**config.mk**
```make
export PLATFORM = sky130hd
export DESIGN_NAME = mmio_console
export DESIGN_NICKNAME = d
export VERILOG_FILES = /design/src/rtl/mmio_pkg.sv /design/src/rtl/mmio_fifo.sv /design/src/rtl/mmio_console.sv
export SDC_FILE = /design/constraint.sdc
export NUM_CORES = 1
export LEC_CHECK = 0
export CAP_MARGIN = 40
export CELL_PAD_IN_SITES_DETAIL_PLACEMENT = 0
export CELL_PAD_IN_SITES_GLOBAL_PLACEMENT = 1
export CORE_UTILIZATION = 25
export CTS_CLUSTER_DIAMETER = 200
export DETAILED_ROUTE_END_ITERATION = 10
export GPL_TIMING_DRIVEN = 1
export PLACE_DENSITY_LB_ADDON = 0.1
export SYNTH_ARGS = -nofsm -noshare
export SYNTH_HDL_FRONTEND = slang
export SYNTH_SLANG_ARGS = --single-unit
```
**constraint.sdc**
```tcl
create_clock -name clk -period 4.5 [get_ports clk]
set_input_delay 1.35 -clock clk [delete_from_list [all_inputs] [get_ports clk]]
set_output_delay 1.35 -clock clk [all_outputs]
set_load 0.05 [all_outputs]
```
**src/rtl/mmio_pkg.sv**
```systemverilog
// mmio_pkg: shared constants for the mmio_console register window.
//   OFF_*      word offsets (Adr - BASE)[3:2] of the four registers
//   CTRL_*     bit indices of the CTRL write strobes
//   ST_*       bit positions inside the STATUS word
//   status_word() packs the STATUS register from its fields.
package mmio_pkg;

  localparam logic [1:0] OFF_DATA   = 2'd0;
  localparam logic [1:0] OFF_STATUS = 2'd1;
  localparam logic [1:0] OFF_CTRL   = 2'd2;
  localparam logic [1:0] OFF_CYCLES = 2'd3;

  localparam int CTRL_CLR_OVF = 0;
  localparam int CTRL_FLUSH   = 1;
  localparam int CTRL_DONE    = 2;

  localparam int ST_EMPTY   = 0;
  localparam int ST_FULL    = 1;
  localparam int ST_OVF     = 2;
  localparam int ST_CNT_LSB = 8;

  function automatic logic [31:0] status_word(input logic empty, input logic full,
                                              input logic ovf, input logic [7:0] cnt);
    logic [31:0] w;
    w                   = 32'd0;
    w[ST_EMPTY]         = empty;
    w[ST_FULL]          = full;
    w[ST_OVF]           = ovf;
    w[ST_CNT_LSB +: 8]  = cnt;
    return w;
  endfunction

endpackage

```
**src/rtl/mmio_fifo.sv**
```systemverilog
// mmio_fifo: synchronous first-word-fall-through FIFO.
//   clk, rst_n       clock, asynchronous active-low reset (pointers/count only)
//   push, wdata      enqueue request; ignored when full unless a pop happens too
//   pop              dequeue request; ignored when empty
//   flush            empties the FIFO; overrides push and pop
//   head             current head word, 0 while empty
//   empty, full      occupancy flags
//   count            number of stored entries (0..DEPTH)
module mmio_fifo #(
  parameter int WIDTH = 32,
  parameter int DEPTH = 8
) (
  input  logic                     clk,
  input  logic                     rst_n,
  input  logic                     push,
  input  logic                     pop,
  input  logic                     flush,
  input  logic [WIDTH-1:0]         wdata,
  output logic [WIDTH-1:0]         head,
  output logic                     empty,
  output logic                     full,
  output logic [$clog2(DEPTH):0]   count
);

  localparam int AW = $clog2(DEPTH);
  localparam logic [AW:0] CNT_FULL = (AW+1)'(DEPTH);

  logic [AW-1:0]  wr_ptr_q, wr_ptr_d;
  logic [AW-1:0]  rd_ptr_q, rd_ptr_d;
  logic [AW:0]    count_q, count_d;
  logic [WIDTH-1:0] mem_q [DEPTH];
  logic           do_push_s, do_pop_s;

  // Occupancy flags, accepted push/pop and next pointer/count state.
  always_comb begin
    empty     = (count_q == {(AW+1){1'b0}});
    full      = (count_q == CNT_FULL);
    do_pop_s  = pop & ~empty;
    // A push into a full FIFO is only accepted when a pop frees a slot at the same edge.
    do_push_s = push & (~full | do_pop_s);
    wr_ptr_d  = wr_ptr_q;
    rd_ptr_d  = rd_ptr_q;
    count_d   = count_q;
    if (flush) begin
      wr_ptr_d = {AW{1'b0}};
      rd_ptr_d = {AW{1'b0}};
      count_d  = {(AW+1){1'b0}};
    end else begin
      if (do_push_s) begin
        wr_ptr_d = wr_ptr_q + AW'(1);
      end else begin
        wr_ptr_d = wr_ptr_q;
      end
      if (do_pop_s) begin
        rd_ptr_d = rd_ptr_q + AW'(1);
      end else begin
        rd_ptr_d = rd_ptr_q;
      end
      case ({do_push_s, do_pop_s})
        2'b10:   count_d = count_q + (AW+1)'(1);
        2'b01:   count_d = count_q - (AW+1)'(1);
        default: count_d = count_q;
      endcase
    end
  end

  // Head word; forced to zero while empty so stale storage never leaks out.
  always_comb begin
    if (empty) begin
      head = {WIDTH{1'b0}};
    end else begin
      head = mem_q[rd_ptr_q];
    end
  end

  assign count = count_q;

  // Pointer and count registers.
  always_ff @(posedge clk or negedge rst_n) begin
    if (!rst_n) begin
      wr_ptr_q <= {AW{1'b0}};
      rd_ptr_q <= {AW{1'b0}};
      count_q  <= {(AW+1){1'b0}};
    end else begin
      wr_ptr_q <= wr_ptr_d;
      rd_ptr_q <= rd_ptr_d;
      count_q  <= count_d;
    end
  end

  // Storage array; deliberately not reset, validity is tracked by count.
  always_ff @(posedge clk) begin
    if (do_push_s) begin
      mem_q[wr_ptr_q] <= wdata;
    end
  end

endmodule

```
**src/rtl/mmio_console.sv**
```systemverilog
// mmio_console: memory-mapped console responder on the CPU data bus.
// Optional feature macro: MMIO_CONSOLE_CYCLES_EN (free-running cycle counter at +12).
//   clk, reset            clock, asynchronous active-low reset
//   Adr, WriteData        CPU byte address and store data
//   MemWrite              CPU store strobe
//   hit                   Adr lies in [BASE, BASE+15] (combinational)
//   rdata                 read data of the addressed register (combinational)
//   out_valid, out_data   FIFO head towards the sink (first-word-fall-through)
//   out_ready             sink accepts the head at a clock edge
//   done                  sticky flag set by a CTRL store with bit 2
module mmio_console
  import mmio_pkg::*;
#(
  parameter logic [31:0] BASE  = 32'd100,
  parameter int          DEPTH = 8
) (
  input  logic        clk,
  input  logic        reset,
  input  logic [31:0] Adr,
  input  logic [31:0] WriteData,
  input  logic        MemWrite,
  output logic        hit,
  output logic [31:0] rdata,
  output logic        out_valid,
  output logic [31:0] out_data,
  input  logic        out_ready,
  output logic        done
);

  localparam int CW = $clog2(DEPTH) + 1;

  logic [31:0]   off_s;
  logic [1:0]    reg_sel_s;
  logic          wr_s, push_s, pop_s, ctrl_wr_s, flush_s;
  logic          fifo_empty_s, fifo_full_s;
  logic [CW-1:0] fifo_count_s;
  logic [31:0]   cycles_s;
  logic          overflow_q, overflow_d;
  logic          done_q, done_d;
  logic          adr_lsb_unused_s;

  // BASE is only word-aligned, so the window is decoded from the difference
  // to BASE; an address below BASE wraps to a large value and misses.
  always_comb begin
    off_s     = Adr - BASE;
    hit       = (off_s[31:4] == 28'd0);
    reg_sel_s = off_s[3:2];
    wr_s      = MemWrite & hit;
    push_s    = wr_s & (reg_sel_s == OFF_DATA);
    ctrl_wr_s = wr_s & (reg_sel_s == OFF_CTRL);
    flush_s   = ctrl_wr_s & WriteData[CTRL_FLUSH];
    pop_s     = out_valid & out_ready;
  end

  // Byte lane bits play no part in decode.
  assign adr_lsb_unused_s = ^off_s[1:0];

  mmio_fifo #(
    .WIDTH (32),
    .DEPTH (DEPTH)
  ) u_fifo (
    .clk   (clk),
    .rst_n (reset),
    .push  (push_s),
    .pop   (pop_s),
    .flush (flush_s),
    .wdata (WriteData),
    .head  (out_data),
    .empty (fifo_empty_s),
    .full  (fifo_full_s),
    .count (fifo_count_s)
  );

  assign out_valid = ~fifo_empty_s;

  // Sticky overflow/done next state; clearing overflow has priority.
  always_comb begin
    overflow_d = overflow_q;
    done_d     = done_q | (ctrl_wr_s & WriteData[CTRL_DONE]);
    if (ctrl_wr_s && WriteData[CTRL_CLR_OVF]) begin
      overflow_d = 1'b0;
    end else if (push_s && fifo_full_s && !pop_s) begin
      overflow_d = 1'b1;
    end else begin
      overflow_d = overflow_q;
    end
  end

  // Sticky status flag registers.
  always_ff @(posedge clk or negedge reset) begin
    if (!reset) begin
      overflow_q <= 1'b0;
      done_q     <= 1'b0;
    end else begin
      overflow_q <= overflow_d;
      done_q     <= done_d;
    end
  end

  assign done = done_q;

`ifdef MMIO_CONSOLE_CYCLES_EN
  logic [31:0] cycles_q, cycles_d;

  // Free-running counter; a store to +12 preloads it.
  always_comb begin
    if (wr_s && (reg_sel_s == OFF_CYCLES)) begin
      cycles_d = WriteData;
    end else begin
      cycles_d = cycles_q + 32'd1;
    end
  end

  // Cycle counter register.
  always_ff @(posedge clk or negedge reset) begin
    if (!reset) begin
      cycles_q <= 32'd0;
    end else begin
      cycles_q <= cycles_d;
    end
  end

  assign cycles_s = cycles_q;
`else
  assign cycles_s = 32'd0;
`endif

  // Read mux; reads have no side effects and return 0 outside the window.
  always_comb begin
    rdata = 32'd0;
    if (hit) begin
      case (reg_sel_s)
        OFF_DATA:   rdata = out_data;
        OFF_STATUS: rdata = status_word(fifo_empty_s, fifo_full_s, overflow_q, 8'(fifo_count_s));
        OFF_CTRL:   rdata = {29'd0, done_q, 2'd0};
        OFF_CYCLES: rdata = cycles_s;
        default:    rdata = 32'd0;
      endcase
    end else begin
      rdata = 32'd0;
    end
  end

endmodule

```
==> qor.yml <==
fin_cells: 1399
synth_cells: 588
relSlewSlack_pct: 57.7
fin_ws_ns: 0.0843
status: "finished, violations left"
wl_um: 29500
r2r_end: "u_fifo.count[3]"
seq_area_frac_synth_pct: 73.5
io_buffer_count: 132
tightest_slew_ns: 0.633
synth_top_area_share_pct: 70.7
netlist_top_cells_count: "edfxtp_1, mux4_2, nand2_1, a21oi_1, nor2_1"
synth_ff_type: "edfxtp_1"
die_x_um: 211
switchingPower_w: 0.00150
cp_data_arrival_time_ns: 3.07
power_leakage_nw: 5.05
reg2reg_from: "u_fifo.count[1]"
r2r_cells: 13
numClockSinks: 268
grt_overflow: 0
dp.cells: 1321
hold_viol: 0
async_reset_ff_share_pct: 4.48
netlist_area_um2: 10900
setup_viol: 0
hold_buffers: 0
place_hpwl_um: 17700
worst-r2r-setup-slack_ns: 1.37
post-route-cell-area_um2: 15200
place_congestion: 0.717
core_area_um2: 43000
required_ns: 3.15
peakVddDrop_uv: 224
drive_gt1_share_pct: 34.2
maxCapViolations: 0
fmax_mhz: 226
cts.clk_slew.worst_paths_ns: 0.06
rsz0062_at_grt: "no"
rows: 76
drtPass1Iterations: 7
utilization_pct: 35.4
num_vias: 6158
ys_types: 40
fin_skew_ns: 0.0242
p_int_w: 0.00463
vias_per_cell: 4.40
power_w: 0.00613
place_area_um2: 13900
synth_nets: 661
synth_seq_cells: 268
hp-class: "reg2reg"
clock-root-buffer: "clkbuf_16"
start_kind: "input port"
ant_nets: 0
drv_slew: 0
combPwrFrac_pct: 14.4
antenna_found_initial: 3
switching_share_pct: 24.5
hold_depth: 1
wl_per_cell_um: 21.1
h-tree-depth: 1
power_frac_seq_pct: 45.0
grt_pass1_wl_um: 43500
synth_most_common_cell: "edfxtp_1"
initial_utilization_pct: 25.3
die_h_um: 211
grt_pass1_vias: 6699
cts_buffers: 29
cts_tree: "built"
grt_max_degree: 32
yosysWarnings: 0
first_iter_violations: 341
die_area_um2: 44300
clk_latency_ns: 0.56
p_per_area_nw_per_um2: 403
violations: "DRC"
p_clk_share_pct: 40.6
post-route-min-period_ns: 4.42
hold_start: "done"
syn_to_final_growth_pct: 40.0
num-nets-final: 862
path_class: "in2out"
synth-edff-count: 256
yosysTopAreaCell: "edfxtp_1"
end_kind: "primary output"
layout_worst_path_cycle_share_pct: 98.1
syn_avg_cell_area_um2: 18.5
cts_buffer_depth: 3
grt_use_total_pct: 13.5
dp_slack_ns: -0.406
synthTopCellsByArea: "edfxtp_1, mux4_2, dfrtp_1, and3_1, nand2b_1"
post-route-drc-count: 2
cp_max_fo: 5
num_io_pins: 135
holdPathEnd: "done"
## flip-flops by register name, summed over array words and instances, names as in the netlist
signal and count:
u_fifo.count 4, u_fifo.rd_ptr_q 3, done 1, overflow_q 1, u_fifo.wr_ptr_q 3, u_fifo.mem_q 256
## metal layers
metal / global-route usage [%] / wire length (um) / up-vias
met5: 0 / 0 / -
met4: 3.67 / 574 / 0
met3: 2.41 / 1480 / 35
met2: 22.6 / 14200 / 162
met1: 17.9 / 13200 / 3202
li1: - / - / 2759
## cells by family after synthesis
group	Yosys count	synth area share [%]
AO/OA/AOI/OAI	46	2.38
XOR/XNOR	6	0.484
adder cells (fa/ha/maj)	5	0.645
buffers and inverters	36	1.38
flip-flops	268	73.5
multiplexers	73	14.1
AND/OR/NAND/NOR	154	7.51
## critical path, cell delays in order
cell and delay (ns):
clkdlybuf4s15_1 0.15, and4bb_2 0.27, nand4_1 0.16, or3_4 0.45, inv_8 0.10, buf_6 0.12
buf_12 0.14, and3_4 0.20, buf_12 0.13
## how the worst max path moves through the flow
stage,slack (ns),start,to,depth (start not counted)
global route,0.004,Adr[26],rdata[21],9
finish,0.08,Adr[7],rdata[16],9
global placement,-0.37,Adr[17],rdata[16],8
floorplan,-0.14,Adr[26],u_fifo.mem_q[2][0],7
detailed placement,-0.41,Adr[17],rdata[29],8
CTS,0.0005,Adr[30],rdata[21],9
## repair_timing
item,CTS,global route
buffers inserted,18,1
pin swaps,12,9
gates resized for setup,70,24
gates cloned,3,0
endpoints found under the setup margin,46,41
## stage by stage
stage	hold WS, ns	TNS, ns
after floorplan	0.515	-29.45
after global placement	0.493	-10.14
after detailed placement	0.503	-11.26
after CTS	0.518	0
after global routing	0.549	0
final	0.514	0
## power by group through the flow
stage	Clock, W	Combinational, W	Sequential, W
global route	0.00265	0.000947	0.00276
detailed placement	0	0.000860	0.00282
CTS	0.00256	0.000908	0.00276
finish	0.00249	0.000886	0.00276
global placement	0	0.000852	0.00282
floorplan	0	0.000528	0.00279
## placed cells by master (no fill, tap or decap), types with 3 or more instances in the layout
master | synthesis | routed
nand3_1 | 5 | 4
and3_1 | 28 | 3
a22oi_1 | 5 | 5
clkbuf_2 | 0 | 6
nor2_1 | 31 | 24
dlymetal6s2s_1 | 0 | 8
nand2_1 | 36 | 36
mux4_2 | 64 | 64
nand2b_1 | 28 | 28
clkinv_2 | 0 | 10
dfrtp_1 | 12 | 9
clkdlybuf4s15_1 | 0 | 5
ha_1 | 4 | 4
nor2_4 | 0 | 7
clkinvlp_4 | 0 | 3
xor2_1 | 3 | 3
mux2i_1 | 8 | 8
buf_12 | 0 | 55
or3_1 | 3 | 3
nor3_1 | 6 | 3
clkbuf_16 | 0 | 29
a21oi_1 | 33 | 32
dlygate4sd2_1 | 0 | 19
clkdlybuf4s50_1 | 0 | 59
nor4_2 | 3 | 3
buf_4 | 1 | 44
xnor2_1 | 3 | 3
dfrtp_4 | 0 | 3
and3_4 | 0 | 24
bufinv_16 | 0 | 6
edfxtp_1 | 256 | 256
buf_16 | 0 | 3
clkinv_1 | 0 | 3
## area by class of cell
cell class	count	area, um2
fillers	4123	27800
flip-flops and latches	268	8000
multi-input cells	284	2960
repair buffers	203	2490
well taps	585	732
clock buffers	30	729
clock inverters	24	282
inverters	3	18.8
diodes	2	5.00
Power figures use the tool's default switching activity.
